--- src/rtl/mrv1_pkg.sv ---
// Shared types for the mrv1 operand collector: execute source selects,
// buffer occupancy encoding and the per-entry storage record.
package mrv1_pkg;

    // Field widths of a buffered entry; collector parameters must match these.
    localparam int unsigned Mrv1DataWidth    = 32;
    localparam int unsigned Mrv1TidWidth     = 2;
    localparam int unsigned Mrv1RegAddrWidth = 5;

    typedef enum logic [1:0] {
        Src0Rs0 = 2'd0,
        Src0Rs1 = 2'd1,
        Src0Pc  = 2'd2,
        Src0Imm = 2'd3
    } xrv_exe_src0_sel_e;

    // Encoding 3 is unused and falls back to rs0.
    typedef enum logic [1:0] {
        Src1Rs0 = 2'd0,
        Src1Rs1 = 2'd1,
        Src1Imm = 2'd2
    } xrv_exe_src1_sel_e;

    typedef enum logic [1:0] {
        OccEmpty = 2'd0,
        OccOne   = 2'd1,
        OccFull  = 2'd2
    } mrv1_src_occ_e;

    typedef struct packed {
        logic [Mrv1TidWidth-1:0]     tid;
        xrv_exe_src0_sel_e           src0_sel;
        xrv_exe_src1_sel_e           src1_sel;
        logic [Mrv1RegAddrWidth-1:0] rs0_addr;
        logic [Mrv1RegAddrWidth-1:0] rs1_addr;
        logic [Mrv1DataWidth-1:0]    rs0_data;
        logic [Mrv1DataWidth-1:0]    rs1_data;
        logic [Mrv1DataWidth-1:0]    imm0;
        logic [Mrv1DataWidth-1:0]    imm1;
        logic [Mrv1DataWidth-1:0]    pc;    // zero-extended instruction PC
    } mrv1_src_entry_t;

endpackage

--- src/rtl/mrv1_fwd_match.sv ---
// Priority match of one (tid, register) pair against all writeback
// forwarding ports. Register x0 never matches; the highest-index port wins.
module mrv1_fwd_match #(
    parameter int unsigned TID_WIDTH_P      = 2,
    parameter int unsigned REG_ADDR_WIDTH_P = 5,
    parameter int unsigned DATA_WIDTH_P     = 32,
    parameter int unsigned FWD_PORTS_P      = 2
) (
    input  logic [TID_WIDTH_P-1:0]                  tid_i,
    input  logic [REG_ADDR_WIDTH_P-1:0]             addr_i,
    input  logic [FWD_PORTS_P-1:0]                  fwd_valid_i,
    input  logic [FWD_PORTS_P*TID_WIDTH_P-1:0]      fwd_tid_i,
    input  logic [FWD_PORTS_P*REG_ADDR_WIDTH_P-1:0] fwd_addr_i,
    input  logic [FWD_PORTS_P*DATA_WIDTH_P-1:0]     fwd_data_i,
    output logic                                    hit_o,
    output logic [DATA_WIDTH_P-1:0]                 data_o
);

    // Ascending scan so a later (higher) matching port overrides earlier ones.
    always_comb begin
        hit_o  = 1'b0;
        data_o = '0;
        for (int k = 0; k < FWD_PORTS_P; k++) begin
            if (fwd_valid_i[k] &&
                (fwd_tid_i[k*TID_WIDTH_P +: TID_WIDTH_P] == tid_i) &&
                (fwd_addr_i[k*REG_ADDR_WIDTH_P +: REG_ADDR_WIDTH_P] == addr_i) &&
                (addr_i != '0)) begin
                hit_o  = 1'b1;
                data_o = fwd_data_i[k*DATA_WIDTH_P +: DATA_WIDTH_P];
            end
        end
    end

endmodule

--- src/rtl/mrv1_src_collect.sv ---
// Operand collector: 2-entry in-order buffer between issue and execute.
// Entry 0 is always the head. Define MRV1_SRC_FWD_EN to enable issue-time
// bypass and snooping of buffered operands from the writeback ports.
module mrv1_src_collect
    import mrv1_pkg::*;
#(
    parameter int unsigned PC_WIDTH_P       = 32,
    parameter int unsigned DATA_WIDTH_P     = Mrv1DataWidth,
    parameter int unsigned TID_WIDTH_P      = Mrv1TidWidth,
    parameter int unsigned REG_ADDR_WIDTH_P = Mrv1RegAddrWidth,
    parameter int unsigned FWD_PORTS_P      = 2
) (
    input  logic                                    clk_i,
    input  logic                                    rst_ni,
    input  logic                                    flush_i,
    input  logic                                    issue_valid_i,
    output logic                                    issue_ready_o,
    input  logic [TID_WIDTH_P-1:0]                  issue_tid_i,
    input  xrv_exe_src0_sel_e                       src0_sel_i,
    input  xrv_exe_src1_sel_e                       src1_sel_i,
    input  logic [REG_ADDR_WIDTH_P-1:0]             rs0_addr_i,
    input  logic [REG_ADDR_WIDTH_P-1:0]             rs1_addr_i,
    input  logic [DATA_WIDTH_P-1:0]                 rs0_data_i,
    input  logic [DATA_WIDTH_P-1:0]                 rs1_data_i,
    input  logic [DATA_WIDTH_P-1:0]                 insn_imm0_i,
    input  logic [DATA_WIDTH_P-1:0]                 insn_imm1_i,
    input  logic [PC_WIDTH_P-1:0]                   insn_pc_i,
    input  logic [FWD_PORTS_P-1:0]                  fwd_valid_i,
    input  logic [FWD_PORTS_P*TID_WIDTH_P-1:0]      fwd_tid_i,
    input  logic [FWD_PORTS_P*REG_ADDR_WIDTH_P-1:0] fwd_addr_i,
    input  logic [FWD_PORTS_P*DATA_WIDTH_P-1:0]     fwd_data_i,
    output logic                                    exe_valid_o,
    input  logic                                    exe_ready_i,
    output logic [TID_WIDTH_P-1:0]                  exe_tid_o,
    output logic [DATA_WIDTH_P-1:0]                 src0_data_o,
    output logic [DATA_WIDTH_P-1:0]                 src1_data_o,
    output logic [DATA_WIDTH_P-1:0]                 src2_data_o
);

    mrv1_src_occ_e   occ_q;
    mrv1_src_entry_t ent_q   [2];
    mrv1_src_entry_t ent_snp [2];
    mrv1_src_entry_t ent_in;
    logic            exe_valid_q;
    logic            issue_ready_q;
    logic            push;
    logic            pop;

    logic [DATA_WIDTH_P-1:0] in_rs0;
    logic [DATA_WIDTH_P-1:0] in_rs1;
    logic [DATA_WIDTH_P-1:0] snp_rs0 [2];
    logic [DATA_WIDTH_P-1:0] snp_rs1 [2];

    assign issue_ready_o = issue_ready_q;
    assign exe_valid_o   = exe_valid_q;
    assign push          = issue_valid_i && issue_ready_q;
    assign pop           = exe_valid_q && exe_ready_i;

`ifdef MRV1_SRC_FWD_EN
    logic                    in_hit0;
    logic                    in_hit1;
    logic [DATA_WIDTH_P-1:0] in_fwd0;
    logic [DATA_WIDTH_P-1:0] in_fwd1;

    mrv1_fwd_match #(
        .TID_WIDTH_P      (TID_WIDTH_P),
        .REG_ADDR_WIDTH_P (REG_ADDR_WIDTH_P),
        .DATA_WIDTH_P     (DATA_WIDTH_P),
        .FWD_PORTS_P      (FWD_PORTS_P)
    ) u_in_rs0 (
        .tid_i       (issue_tid_i),
        .addr_i      (rs0_addr_i),
        .fwd_valid_i (fwd_valid_i),
        .fwd_tid_i   (fwd_tid_i),
        .fwd_addr_i  (fwd_addr_i),
        .fwd_data_i  (fwd_data_i),
        .hit_o       (in_hit0),
        .data_o      (in_fwd0)
    );

    mrv1_fwd_match #(
        .TID_WIDTH_P      (TID_WIDTH_P),
        .REG_ADDR_WIDTH_P (REG_ADDR_WIDTH_P),
        .DATA_WIDTH_P     (DATA_WIDTH_P),
        .FWD_PORTS_P      (FWD_PORTS_P)
    ) u_in_rs1 (
        .tid_i       (issue_tid_i),
        .addr_i      (rs1_addr_i),
        .fwd_valid_i (fwd_valid_i),
        .fwd_tid_i   (fwd_tid_i),
        .fwd_addr_i  (fwd_addr_i),
        .fwd_data_i  (fwd_data_i),
        .hit_o       (in_hit1),
        .data_o      (in_fwd1)
    );

    assign in_rs0 = in_hit0 ? in_fwd0 : rs0_data_i;
    assign in_rs1 = in_hit1 ? in_fwd1 : rs1_data_i;

    for (genvar i = 0; i < 2; i++) begin : g_ent_snoop
        logic                    hit0;
        logic                    hit1;
        logic [DATA_WIDTH_P-1:0] fwd0;
        logic [DATA_WIDTH_P-1:0] fwd1;

        mrv1_fwd_match #(
            .TID_WIDTH_P      (TID_WIDTH_P),
            .REG_ADDR_WIDTH_P (REG_ADDR_WIDTH_P),
            .DATA_WIDTH_P     (DATA_WIDTH_P),
            .FWD_PORTS_P      (FWD_PORTS_P)
        ) u_rs0 (
            .tid_i       (ent_q[i].tid),
            .addr_i      (ent_q[i].rs0_addr),
            .fwd_valid_i (fwd_valid_i),
            .fwd_tid_i   (fwd_tid_i),
            .fwd_addr_i  (fwd_addr_i),
            .fwd_data_i  (fwd_data_i),
            .hit_o       (hit0),
            .data_o      (fwd0)
        );

        mrv1_fwd_match #(
            .TID_WIDTH_P      (TID_WIDTH_P),
            .REG_ADDR_WIDTH_P (REG_ADDR_WIDTH_P),
            .DATA_WIDTH_P     (DATA_WIDTH_P),
            .FWD_PORTS_P      (FWD_PORTS_P)
        ) u_rs1 (
            .tid_i       (ent_q[i].tid),
            .addr_i      (ent_q[i].rs1_addr),
            .fwd_valid_i (fwd_valid_i),
            .fwd_tid_i   (fwd_tid_i),
            .fwd_addr_i  (fwd_addr_i),
            .fwd_data_i  (fwd_data_i),
            .hit_o       (hit1),
            .data_o      (fwd1)
        );

        assign snp_rs0[i] = hit0 ? fwd0 : ent_q[i].rs0_data;
        assign snp_rs1[i] = hit1 ? fwd1 : ent_q[i].rs1_data;
    end
`else
    // Forwarding disabled: operands keep their register-file values.
    logic unused_fwd;
    assign unused_fwd = ^{fwd_valid_i, fwd_tid_i, fwd_addr_i, fwd_data_i};
    assign in_rs0     = rs0_data_i;
    assign in_rs1     = rs1_data_i;
    for (genvar i = 0; i < 2; i++) begin : g_ent_hold
        assign snp_rs0[i] = ent_q[i].rs0_data;
        assign snp_rs1[i] = ent_q[i].rs1_data;
    end
`endif

    // Assemble the incoming entry and the snooped view of each stored entry.
    always_comb begin
        ent_in.tid      = issue_tid_i;
        ent_in.src0_sel = src0_sel_i;
        ent_in.src1_sel = src1_sel_i;
        ent_in.rs0_addr = rs0_addr_i;
        ent_in.rs1_addr = rs1_addr_i;
        ent_in.rs0_data = in_rs0;
        ent_in.rs1_data = in_rs1;
        ent_in.imm0     = insn_imm0_i;
        ent_in.imm1     = insn_imm1_i;
        ent_in.pc       = DATA_WIDTH_P'(insn_pc_i);
        for (int i = 0; i < 2; i++) begin
            ent_snp[i]          = ent_q[i];
            ent_snp[i].rs0_data = snp_rs0[i];
            ent_snp[i].rs1_data = snp_rs1[i];
        end
    end

    // Occupancy FSM with registered handshake outputs; only valid entries snoop.
    always_ff @(posedge clk_i) begin
        if (!rst_ni) begin
            occ_q         <= OccEmpty;
            exe_valid_q   <= 1'b0;
            issue_ready_q <= 1'b1;
            ent_q[0]      <= '0;
            ent_q[1]      <= '0;
        end else if (flush_i) begin
            occ_q         <= OccEmpty;
            exe_valid_q   <= 1'b0;
            issue_ready_q <= 1'b1;
        end else begin
            unique case (occ_q)
                OccEmpty: begin
                    if (push) begin
                        ent_q[0]      <= ent_in;
                        occ_q         <= OccOne;
                        exe_valid_q   <= 1'b1;
                    end
                end
                OccOne: begin
                    if (pop) begin
                        if (push) begin
                            ent_q[0] <= ent_in;
                        end else begin
                            occ_q       <= OccEmpty;
                            exe_valid_q <= 1'b0;
                        end
                    end else begin
                        ent_q[0] <= ent_snp[0];
                        if (push) begin
                            ent_q[1]      <= ent_in;
                            occ_q         <= OccFull;
                            issue_ready_q <= 1'b0;
                        end
                    end
                end
                OccFull: begin
                    if (pop) begin
                        ent_q[0]      <= ent_snp[1];
                        occ_q         <= OccOne;
                        issue_ready_q <= 1'b1;
                    end else begin
                        ent_q[0] <= ent_snp[0];
                        ent_q[1] <= ent_snp[1];
                    end
                end
                default: begin
                    occ_q         <= OccEmpty;
                    exe_valid_q   <= 1'b0;
                    issue_ready_q <= 1'b1;
                end
            endcase
        end
    end

    // Operand selection from the head entry.
    always_comb begin
        exe_tid_o   = ent_q[0].tid;
        src2_data_o = ent_q[0].rs1_data;
        case (ent_q[0].src0_sel)
            Src0Rs1: src0_data_o = ent_q[0].rs1_data;
            Src0Pc:  src0_data_o = ent_q[0].pc;
            Src0Imm: src0_data_o = ent_q[0].imm0;
            default: src0_data_o = ent_q[0].rs0_data;
        endcase
        case (ent_q[0].src1_sel)
            Src1Rs1: src1_data_o = ent_q[0].rs1_data;
            Src1Imm: src1_data_o = ent_q[0].imm1;
            default: src1_data_o = ent_q[0].rs0_data;
        endcase
    end

endmodule

--- config.mk ---
export PLATFORM = sky130hd
export DESIGN_NAME = mrv1_src_collect
export DESIGN_NICKNAME = d
export VERILOG_FILES = /design/src/rtl/mrv1_pkg.sv /design/src/rtl/mrv1_fwd_match.sv /design/src/rtl/mrv1_src_collect.sv
export SDC_FILE = /design/constraint.sdc
export NUM_CORES = 1
export LEC_CHECK = 0
export BUFFER_PORTS_ARGS = -buffer_cell sky130_fd_sc_hd__buf_2
export CORE_MARGIN = 2
export CORE_UTILIZATION = 48
export CTS_BUF_LIST = sky130_fd_sc_hd__clkbuf_8
export DETAILED_ROUTE_END_ITERATION = 7
export PLACE_DENSITY = 0.84
export REMOVE_ABC_BUFFERS = 1
export SLEW_MARGIN = 40
export SYNTH_ARGS = -nofsm -noshare
export SYNTH_HDL_FRONTEND = slang
export SYNTH_HIERARCHICAL = 1
export SYNTH_SLANG_ARGS = --single-unit
--- constraint.sdc ---
create_clock -name clk_i -period 34.7 [get_ports clk_i]
set_clock_uncertainty 0.05 [all_clocks]
set_input_delay 6.94 -clock clk_i [delete_from_list [all_inputs] [get_ports clk_i]]
set_output_delay 6.94 -clock clk_i [all_outputs]
set_load 0.01 [all_outputs]
* After elaboration in Yosys (flattened, before gate mapping)
Memory sizes are Yosys's and may differ from the RTL's.
Cells that the tools add are included.
** Word-level totals
- Bits in read-only memories :: 0
- Bits in registers :: 4
- Logic and storage cells :: 89
- Output and inout port bits :: 100
- Latch bits :: 0
- Input bits :: 261
- Memories kept :: 1
- Memory bits (writable) :: 352
** Memories
- ent_q :: words 2, width 176, rd ports 2, clocked after Yosys merged registers in 0, wr ports 2, RTL line mrv1_src_collect.sv:41 : mrv1_src_entry_t ent_q [2];
** Cells by class
- Equality and inequality tests :: 15
- Reduce and logical (&&, ||, !) cells :: 7
- Multiply operators :: 0
- Div/mod/pow operators :: 0
- Mux-type cells :: 53
- Add/subtract/negate cells :: 0
- Bitwise gates (word level) :: 10
- Magnitude comparators :: 0
- Shifts and indexed selects :: 0
** Operator list (number)
- $mux W176 :: 7
- $pmux W32 S3 :: 1
- $pmux W32 S2 :: 1
- $mux W1 :: 36
- $ne A2 B2 Y1 const B :: 6
- $reduce_and A4 Y1 :: 3
- $mux W2 :: 5
- $eq A2 B2 Y1 const B :: 4
- $or A1 B1 Y1 :: 7
- $eq A2 B1 Y1 const B :: 3
- $ne A3 B3 Y1 const B :: 2
- $pmux W1 S3 :: 2
- $pmux W2 S3 :: 1
- $not A1 Y1 :: 3
- $logic_and A1 B1 Y1 :: 2
- $logic_not A2 Y1 :: 1
- $reduce_or A2 Y1 :: 1

* Depth between registers and ports, before layout
- Word-level depth :: 11
- Gate-level depth with buffers :: 7

* Worst setup path before layout
Ideal clock, no wire load.
- Path kind :: input port to flip-flop
- Start point :: input exe_ready_i
- End point :: memory ent_q[0][176] (netlist name), enable pin
- Arrival :: 23783 ps
- Path buffers :: 0
- Slack :: 9726 ps
- Stages :: 2
- Library setup time :: 1140 ps
- Path through :: a21bo_2 > o41ai_1
** RTL lines
- from (decl) :: RTL line mrv1_src_collect.sv:33 : input logic exe_ready_i,
- to (decl) :: RTL line mrv1_src_collect.sv:41

==> impl_metrics.toml <==
[outcome]
status = "completed"

[clock_network]
cts_htree_levels = 2
ctsHoldBuffers = 0
clk_latency_ns = 0.58
ctsResizeCount = 0
cts.sinks = 336
clk_pin_slew_ns = 0.06
cts_tree = "yes"
post_cts_buffers = 0
cts_inserted_buffers = 55
cts_root_buf = "clkbuf_8"
clockBufferDepth = 3

[critical_path]
cp_num_cells = 3
path_cells = "buf_4 -> mux4_2 -> buf_2"
required_ns = 27.71
cp_num_buf_inv = 2
worstSetupPathType = "flip-flop to output pin"
path_delay_family = "buffers and inverters"
max_stage_delay_ns = 0.60
cp_slowest_cell = "mux4_2"
crit_end = "src0_data_o[2]"
r2r_start = "occ_q[0]$_SDFFE_PP0P_"
worstSetupStartpointType = "flip-flop"
cp-startpoint = "ent_q[0][172]$_DFFE_PP_"
arrival_ns = 2.46
rr_worst_depth = 4
r2r-end = "ent_q[0][285]$_SDFFCE_PP0P_"
r2r_slack_ns = 31.97
cp-end-kind = "output pin"
cp_max_fo = 21

[global_routing]
grt_pass1_vias = 9117
grt-ovfl-total = 0
antenna_found_initial = 5
grt_max_degree = 118
grt_pass1_wl_mm = 48.3
grt.total_usage_pct = 19.6

[route]
wirelength_mm = 31.3
wl_per_cell_um = 19.6
vias_per_cell = 5.58
drt_iter0_drc = 707
drtPass1Iterations = 5
drt.antenna.violating_nets = 0
remaining_drc_errors = 0
vias = 8947

[synthesis]
async_reset_ff_share_pct = 0
ys_ff_latch = 336
synth_cells = 934
ys_seq_area_share_pct = 68.9
synth_edf_count = 332
yosys_warnings = 6
ys.flop_type = "edfxtp_1"
syn_area_per_cell_um2 = 15.6
synth_area_mm2 = 0.0146
synth_cell_type_count = 31

[cells_and_area]
drive_gt1_share_pct = 32.8
seq_area_mm2 = 0.0100
syn_to_final_growth_pct = 17.2
final_common_cell = "edfxtp_1"
multi_input_area_mm2 = 0.00400
fin_nets = 1431
fillers = 2306
layout_common_cells = "332 x edfxtp_1, 270 x buf_2, 166 x a22o_1, 166 x and2_1, 57 x clkbuf_8"

[timing]
maxSlewHeadroom_pct = 49.6
drv_slew = 0
final_hold_viol_count = 0
post-route-period-util_pct = 27.2
fmax_mhz = 106
finalSetupViolations = 0
setup_slack_ns = 25.25
timing.setup.tns_ns = 0
worstMarginPinSlew_ns = 0.756
timing.final.crit_period_ns = 9.45
rsz0062_at_grt = "no"

[die]
die_area_mm2 = 0.0318
num_rows = 63
coreArea_mm2 = 0.0298
initial_utilization_pct = 49.0
die_x_um = 178
io-pin-count = 361
chipHeight_um = 178

[placement]
gp_congestion = 0.778
hpwl_mm = 19.5
numPortBuffers = 270
dp_slack_ns = 25.14

[flow_run]
max-cap-violations = 0

[power_and_ir_drop]
irDropWorstVdd_v = 0.0000395
p_per_area_mw_per_mm2 = 52.1
p_leak_nw = 6.73

[hold_path]
hp-class = "flip-flop to flip-flop"
worstHoldPathCells = 1
how the worst min path moves through the flow:
stage / start / end / slack (ns)
after floorplan: ent_q[0][176]$_SDFFCE_PP0P_ / ent_q[0][0]$_DFFE_PP_ / 0.46
after detailed placement: ent_q[0][201]$_SDFFCE_PP0P_ / ent_q[0][25]$_DFFE_PP_ / 0.47
after global routing: ent_q[0][222]$_SDFFCE_PP0P_ / ent_q[0][46]$_DFFE_PP_ / 0.49
final: ent_q[0][327]$_SDFFCE_PP0P_ / ent_q[0][151]$_DFFE_PP_ / 0.47
after CTS: ent_q[0][327]$_SDFFCE_PP0P_ / ent_q[0][151]$_DFFE_PP_ / 0.46
after global placement: ent_q[0][275]$_SDFFCE_PP0P_ / ent_q[0][99]$_DFFE_PP_ / 0.46
cell families after synthesis:
family | synth area share (%)
AND/OR/NAND/NOR | 8.27
buffers and inverters | 4.21
multiplexers | 4.94
adder cells (fa/ha/maj) | 0.171
flip-flops | 68.9
AO/OA/AOI/OAI | 13.5
XOR/XNOR | 0.0600
through the flow:
| stage | power (mW) | hold WS (ns) | utilization, % | cells | area [µm²] |
|---|---|---|---|---|---|
| after floorplan | 0.549 | 0.462 | - | 823 | 14000 |
| after global placement | 0.575 | 0.465 | 53.6 | 1497 | 16000 |
| after detailed placement | 0.581 | 0.468 | 53.9 | 1500 | 16100 |
| after CTS | 0.899 | 0.463 | 57.3 | 1597 | 17100 |
| after global routing | 0.928 | 0.494 | 57.4 | 1601 | 17100 |
| final | 0.892 | 0.467 | 57.4 | 1603 | 17100 |
power by group:
group          switching (mW)  internal [mW]  total (mW)
clock                   0.154          0.167       0.320
combinational          0.0498         0.0367      0.0865
sequential            0.00954          0.475       0.485
total                   0.213          0.679       0.892
final cells by class:
cell class	instances	share of cell area, %
Inverter	3	0.0658
Multi-Input combinational cell	484	23.4
Clock inverter	40	1.29
Clock buffer	57	4.59
Tap cell	390	2.85
Timing Repair Buffer	288	9.00
Sequential cell	336	58.8
Antenna cell	5	0.0731
per-layer routing:
layer / GRT usage [%] / share of wire, % / wire, µm / up-vias
met1: 24.2 / 38 / 12000 / 4424
met5: 0 / 0.051 / 16 / -
met2: 33.1 / 51 / 15900 / 344
met3: 5.07 / 8.0 / 2510 / 69
met4: 7.55 / 2.7 / 860 / 2
li1: - / - / - / 4108
worst register-to-register path, stage by stage, from the launching register on:
cell and delay [ns]:
dfxtp_1 0.46, a21bo_2 0.33, o41ai_4 0.50, buf_4 0.44
buf_6 0.57
Yosys cell counts (all sizes together), types with 2 or more instances:
cell / count / area [µm²]
a211oi: 2 / 27.5
a21oi: 3 / 15.0
a22o: 166 / 1450
a22oi: 32 / 240
and2: 166 / 1040
buf: 61 / 395
clkbuf: 50 / 208
dfxtp: 4 / 80.1
edfxtp: 332 / 9970
ha: 2 / 25.0
inv: 3 / 11.3
mux4: 32 / 721
nand2: 33 / 124
o21ai: 33 / 165
o21bai: 2 / 15.0
registers in the layout (all words and copies together) (netlist names):
signal and flops:
occ_q 2, exe_valid_o 1, issue_ready_o 1, ent_q 332
Note: power is estimated with default switching activity, not from simulation.
